<file path="config.mk">
export PLATFORM = sky130hd
export DESIGN_NAME = miriscv_mdu_issue
export DESIGN_NICKNAME = d
export VERILOG_FILES = /design/src/rtl/miriscv_mdu_pkg.sv /design/src/rtl/miriscv_mdu_issue.sv
export SDC_FILE = /design/constraint.sdc
export NUM_CORES = 1
export LEC_CHECK = 0
export ABC_AREA = 1
export BUFFER_PORTS_ARGS = -buffer_cell sky130_fd_sc_hd__buf_2
export CORE_ASPECT_RATIO = 0.9
export CORE_MARGIN = 10
export CORE_UTILIZATION = 56
export CTS_BUF_LIST = sky130_fd_sc_hd__clkbuf_4
export DETAILED_ROUTE_END_ITERATION = 10
export GPL_TIMING_DRIVEN = 1
export PLACE_DENSITY_LB_ADDON = 0.12
export SYNTH_ARGS = -nofsm -noshare
export SYNTH_HDL_FRONTEND = slang
export SYNTH_SLANG_ARGS = --single-unit
</file>
<file path="constraint.sdc">
create_clock -name clk_i -period 3.07 [get_ports clk_i]
set_input_delay 0.1535 -clock clk_i [delete_from_list [all_inputs] [get_ports clk_i]]
set_output_delay 0.1535 -clock clk_i [all_outputs]
set_load 0.02 [all_outputs]
</file>
<file path="src/rtl/miriscv_mdu_pkg.sv">
// Shared MDU definitions: datapath width, opcode encoding and issue-FSM types.
package miriscv_mdu_pkg;

    localparam int XLEN     = 32;
    localparam int MDU_OP_W = 3;

    localparam logic [MDU_OP_W-1:0] MDU_MUL    = 3'd0;
    localparam logic [MDU_OP_W-1:0] MDU_MULH   = 3'd1;
    localparam logic [MDU_OP_W-1:0] MDU_MULHSU = 3'd2;
    localparam logic [MDU_OP_W-1:0] MDU_MULHU  = 3'd3;
    localparam logic [MDU_OP_W-1:0] MDU_DIV    = 3'd4;
    localparam logic [MDU_OP_W-1:0] MDU_DIVU   = 3'd5;
    localparam logic [MDU_OP_W-1:0] MDU_REM    = 3'd6;
    localparam logic [MDU_OP_W-1:0] MDU_REMU   = 3'd7;

    localparam int MDU_ISS_TIMEOUT_DEFAULT = 64;

    typedef enum logic [1:0] {
        MDU_ISS_IDLE,
        MDU_ISS_BUSY,
        MDU_ISS_HOLD
    } mdu_iss_state_e;

    function automatic logic mdu_is_div(input logic [MDU_OP_W-1:0] op);
        return op >= MDU_DIV;
    endfunction

endpackage

</file>
<file path="src/rtl/miriscv_mdu_issue.sv">
// Execute-stage requester for miriscv_mdu: issues one op per instruction, holds
// operands while the MDU stalls, and returns one result per op with a watchdog.
module miriscv_mdu_issue
    import miriscv_mdu_pkg::*;
#(
    parameter int TIMEOUT_CYCLES = MDU_ISS_TIMEOUT_DEFAULT
) (
    input  logic                clk_i,
    input  logic                arstn_i,
    input  logic                ex_valid_i,
    input  logic [MDU_OP_W-1:0] ex_mdu_op_i,
    input  logic [XLEN-1:0]     ex_op_a_i,
    input  logic [XLEN-1:0]     ex_op_b_i,
    input  logic                ex_flush_i,
    input  logic                wb_stall_i,
    output logic [XLEN-1:0]     ex_result_o,
    output logic                ex_result_valid_o,
    output logic                ex_stall_o,
    output logic                timeout_o,
    output logic                mdu_req_o,
    output logic [XLEN-1:0]     mdu_port_a_o,
    output logic [XLEN-1:0]     mdu_port_b_o,
    output logic [MDU_OP_W-1:0] mdu_op_o,
    output logic                mdu_kill_o,
    output logic                mdu_keep_o,
    input  logic [XLEN-1:0]     mdu_result_i,
    input  logic                mdu_stall_req_i
);

    localparam int WD_W = $clog2(TIMEOUT_CYCLES + 1);

    mdu_iss_state_e      r_state, w_state_nxt;
    logic [MDU_OP_W-1:0] r_op;
    logic [XLEN-1:0]     r_a, r_b, r_result;
    logic [WD_W-1:0]     r_wdog;

    logic w_issue, w_busy, w_done, w_fire, w_capture;

    assign w_issue   = (r_state == MDU_ISS_IDLE) & ex_valid_i & ~ex_flush_i;
    assign w_busy    = (r_state == MDU_ISS_BUSY);
    assign w_done    = ~mdu_stall_req_i & (w_issue | w_busy);
    // The watchdog only fires on an op still stalling; a result arriving on the
    // deadline cycle is delivered normally.
    assign w_fire    = w_busy & mdu_stall_req_i & (r_wdog >= WD_W'(TIMEOUT_CYCLES));
    assign w_capture = w_done & wb_stall_i & ~ex_flush_i;

    always_ff @(posedge clk_i or negedge arstn_i) begin
        if (!arstn_i) r_state <= MDU_ISS_IDLE;
        else          r_state <= w_state_nxt;
    end

    always_comb begin
        w_state_nxt = r_state;
        if (ex_flush_i) begin
            w_state_nxt = MDU_ISS_IDLE;
        end else begin
            unique case (r_state)
                MDU_ISS_IDLE:
                    if (w_issue)
                        w_state_nxt = mdu_stall_req_i ? MDU_ISS_BUSY :
                                      (wb_stall_i ? MDU_ISS_HOLD : MDU_ISS_IDLE);
                MDU_ISS_BUSY:
                    if (w_fire)
                        w_state_nxt = MDU_ISS_IDLE;
                    else if (!mdu_stall_req_i)
                        w_state_nxt = wb_stall_i ? MDU_ISS_HOLD : MDU_ISS_IDLE;
                MDU_ISS_HOLD:
                    if (!wb_stall_i) w_state_nxt = MDU_ISS_IDLE;
                default:
                    w_state_nxt = MDU_ISS_IDLE;
            endcase
        end
    end

    always_comb begin
        mdu_req_o         = 1'b0;
        mdu_port_a_o      = r_a;
        mdu_port_b_o      = r_b;
        mdu_op_o          = r_op;
        mdu_kill_o        = 1'b0;
        mdu_keep_o        = 1'b0;
        ex_result_o       = '0;
        ex_result_valid_o = 1'b0;
        ex_stall_o        = 1'b0;
        timeout_o         = w_fire;
        unique case (r_state)
            MDU_ISS_IDLE: begin
                mdu_req_o    = w_issue;
                mdu_port_a_o = ex_op_a_i;
                mdu_port_b_o = ex_op_b_i;
                mdu_op_o     = ex_mdu_op_i;
                mdu_kill_o   = ex_flush_i & ex_valid_i;
                if (w_issue) begin
                    if (mdu_stall_req_i || wb_stall_i) begin
                        ex_stall_o = 1'b1;
                    end else begin
                        ex_result_o       = mdu_result_i;
                        ex_result_valid_o = 1'b1;
                    end
                end
            end
            MDU_ISS_BUSY: begin
                mdu_req_o  = 1'b1;
                ex_stall_o = 1'b1;
                if (ex_flush_i) begin
                    mdu_kill_o = 1'b1;
                    ex_stall_o = 1'b0;
                end else if (w_fire) begin
                    mdu_kill_o        = 1'b1;
                    ex_result_valid_o = 1'b1;
                    ex_stall_o        = 1'b0;
                end else if (!mdu_stall_req_i && !wb_stall_i) begin
                    ex_result_o       = mdu_result_i;
                    ex_result_valid_o = 1'b1;
                    ex_stall_o        = 1'b0;
                end
            end
            MDU_ISS_HOLD: begin
                mdu_keep_o  = 1'b1;
                ex_result_o = r_result;
                ex_stall_o  = 1'b1;
                if (ex_flush_i) begin
                    ex_stall_o = 1'b0;
                end else if (!wb_stall_i) begin
                    ex_result_valid_o = 1'b1;
                    ex_stall_o        = 1'b0;
                end
            end
            default: ;
        endcase
    end

    always_ff @(posedge clk_i or negedge arstn_i) begin
        if (!arstn_i) begin
            r_op     <= '0;
            r_a      <= '0;
            r_b      <= '0;
            r_result <= '0;
            r_wdog   <= '0;
        end else begin
            if (w_issue) begin
                r_op <= ex_mdu_op_i;
                r_a  <= ex_op_a_i;
                r_b  <= ex_op_b_i;
            end
            if (w_capture)
                r_result <= mdu_result_i;
            if (ex_flush_i || w_state_nxt != MDU_ISS_BUSY)
                r_wdog <= '0;
            else if (w_busy && r_wdog < WD_W'(TIMEOUT_CYCLES))
                r_wdog <= r_wdog + 1'b1;
        end
    end

endmodule

</file>
==> results.md <==
* Worst-margin pin slew at 1040 ps
* Final max-slew violation count at 0
* Initial antenna violation count at 0
* Clock latency on the worst-skew pair at 440 ps
* FP Rows at 35
* Final Critical Period at 2672 ps
* Largest net degree at the start of global routing at 137
* First-pass GRT wire length at 30450 um
* CTS clock-pin slew for the worst setup and hold paths at 180 ps
* Place WS at 876.0 ps
* Syn. warnings at 0
* Period utilization at 0.8704
* Skew final at 18.91 ps
* RD Place Congestion at 0.8289
* Aggregate routed wire length at 18460 um
* Crit Path Max Fanout at 34
* Final Non-Filler Cells at 1249
* Power Density at 424.5 mW/mm^2
* Peak supply drop at 367.2 uV
* Drt pass-1 iters at 6
* Routed Antenna Nets at 0
* Remaining global-route overflow at 0
* Clock Sinks at 108
* Worst Hold Depth at 3
* All-Layer GR Usage at 0.2453
* Worst path required time at 2920 ps
* Post-DP HPWL at 11310 um
* Clock Path Buffers at 2
* Setup bufs post-CTS at 0
* Setup crit start: r_state[0]$_DFF_PN0_
* CTS Buf Count at 9
* Worst r2r src: r_state[1]$_DFF_PN0_
* Worst Setup Start Kind: register
* Vert. Die Dim at 116.9 um
* Wire length per cell at 14.78 um
* Vias in the first global route at 6201
* Commonest cells after routing, fill and taps aside: 208 x buf_2, 189 x nand2_1, 118 x nor2_1
* Die Wd at 127.7 um
* Drt first-iter violations at 648
* Status: finished clean
* Class of the most critical setup path: reg2out
* Final Net Count at 1221
* Commonest non-fill, non-tap cell in the layout: buf_2
* Core area at 0.01020 mm^2
* I/O Pins at 210
* Slew HR at 0.3045
* Final setup fails at 0
* Hold Violations, Final at 0
* DRC violations left at 0
* Diode count at 0
* PortBufs at 209
* Area Overhead vs Synth at 37.47%
* H-tree depth at 3
* Yosys reg bits at 108
* Leak Pwr at 4.451 nW
* HP Start: mdu_result_i[29]
* Post-synthesis cell count at 837
* Distinct cell type count after synthesis at 24
* Pwr Total at 0.003409 W
* Sequential share of the synthesized area at 0.4627
* PostCTS Resize Cnt at 0
* Clock root cell: clkbuf_4
* FF-to-FF path depth at 5
* Syn Area/Cell at 6.978 um^2
* CTS tree: yes
* Max_cap viols at 0
* Critical path endpoint category: output pin
* Critical Path AT at 2520 ps
* Routed vias at 6383
* Hold_ws at 51.83 ps
* Syn nets at 943
* Path type of the worst min-delay path: in2reg
* Initial Util at 0.5724
* Mapped Area at 0.005841 mm^2
* R2R Setup Slk at 830 ps
* Fmax at 374.2 MHz
* Layout cells sized above 1 at 0.2143
* Setup total negative slack at 0 ps
* Vias per cell at 5.110
* Dpl cells at 1133
* Worst setup margin at 397.8 ps
* RSZ-0062 raised after global routing: no
* Die area at 0.01492 mm^2
## timing repair
item,4_1_cts,5_1_grt
hold buffers,100,0
endpoints found under the setup margin,0,0
hold endpoints to repair,158,0
## worst max-delay path, cell delays in order (launching register included)
cell and delay, ps:
dfrtp_1 450, inv_1 90, nand2_1 90, clkinv_1 790
nand2_1 240, o21ai_0 100, nor2_1 100, nor2_1 40
buf_2 170
## synthesized netlist by cell type, drive strengths merged
cell type | n | share of area
nand2 | 190 | 0.12
nor2 | 121 | 0.079
inv | 115 | 0.074
dfrtp | 108 | 0.46
o21ai | 104 | 0.089
nand3 | 72 | 0.063
a21oi | 69 | 0.059
buf | 28 | 0.028
clkbuf | 23 | 0.015
clkinv | 2 | 0.0013
ha | 1 | 0.0021
nand4 | 1 | 0.0011
nor3 | 1 | 0.00086
o21bai | 1 | 0.0013
xor2 | 1 | 0.0015
## per-stage QoR
stage / area [um^2] / util
after global placement: 6910 / 0.6773
after detailed placement: 6910 / 0.6773
after CTS: 8029 / 0.7869
after global routing: 8029 / 0.7869
final: 8029 / 0.7869
after floorplan: 5841 / -
## metal layers
metal,vias up,part of all wire,GRT usage
li1,3178,-,-
met1,2877,0.42,0.3010
met2,287,0.47,0.4057
met3,41,0.082,0.06664
met4,0,0.028,0.09520
met5,-,0,0
## worst paths after layout
| path | to |
|---|---|
| min | r_result[29]$_DFFE_PN0P_ |
| min in group asynchronous | r_b[25]$_DFFE_PN0N_ |
| max reg2reg | r_result[29]$_DFFE_PN0P_ |
| min reg2reg | r_result[9]$_DFFE_PN0P_ |
| max in group asynchronous | r_result[29]$_DFFE_PN0P_ |
| max | ex_result_valid_o |
## where the power goes
part	internal, W	switching, W	total [W]
registers	0.00166	0.000132	0.00180
logic	0.000379	0.000575	0.000955
clock network	0.000171	0.000488	0.000659
## area by class of cell
cell class | count | area (um^2)
clock inverter | 7 | 50.05
clock buffer | 9 | 67.56
multi-input combinational | 561 | 2466
tap | 129 | 161.4
timing repair buffer | 318 | 2142
sequential | 108 | 2703
inverter | 117 | 439.2
fill | 716 | 2175
## cell families (layout without fill, tap and decap cells)
family / after synthesis / in the layout / share of synthesized area
and+or+nand+nor: 385 / 385 / 0.2656
DFF: 108 / 108 / 0.4627
xor gates and xnor gates: 1 / 1 / 0.001500
buffers and inverters: 168 / 451 / 0.1185
adders and majority gates: 1 / 1 / 0.002142
AOI/OAI and AO/OA: 174 / 174 / 0.1495
## state kept, by name, indices dropped and copies added, names as in the netlist
| name | cells |
|---|---|
| r_a | 32 |
| r_op | 3 |
| r_wdog | 7 |
| r_state | 2 |
| r_b | 32 |
| r_result | 32 |
Note: power is estimated with default switching activity, not from simulation.
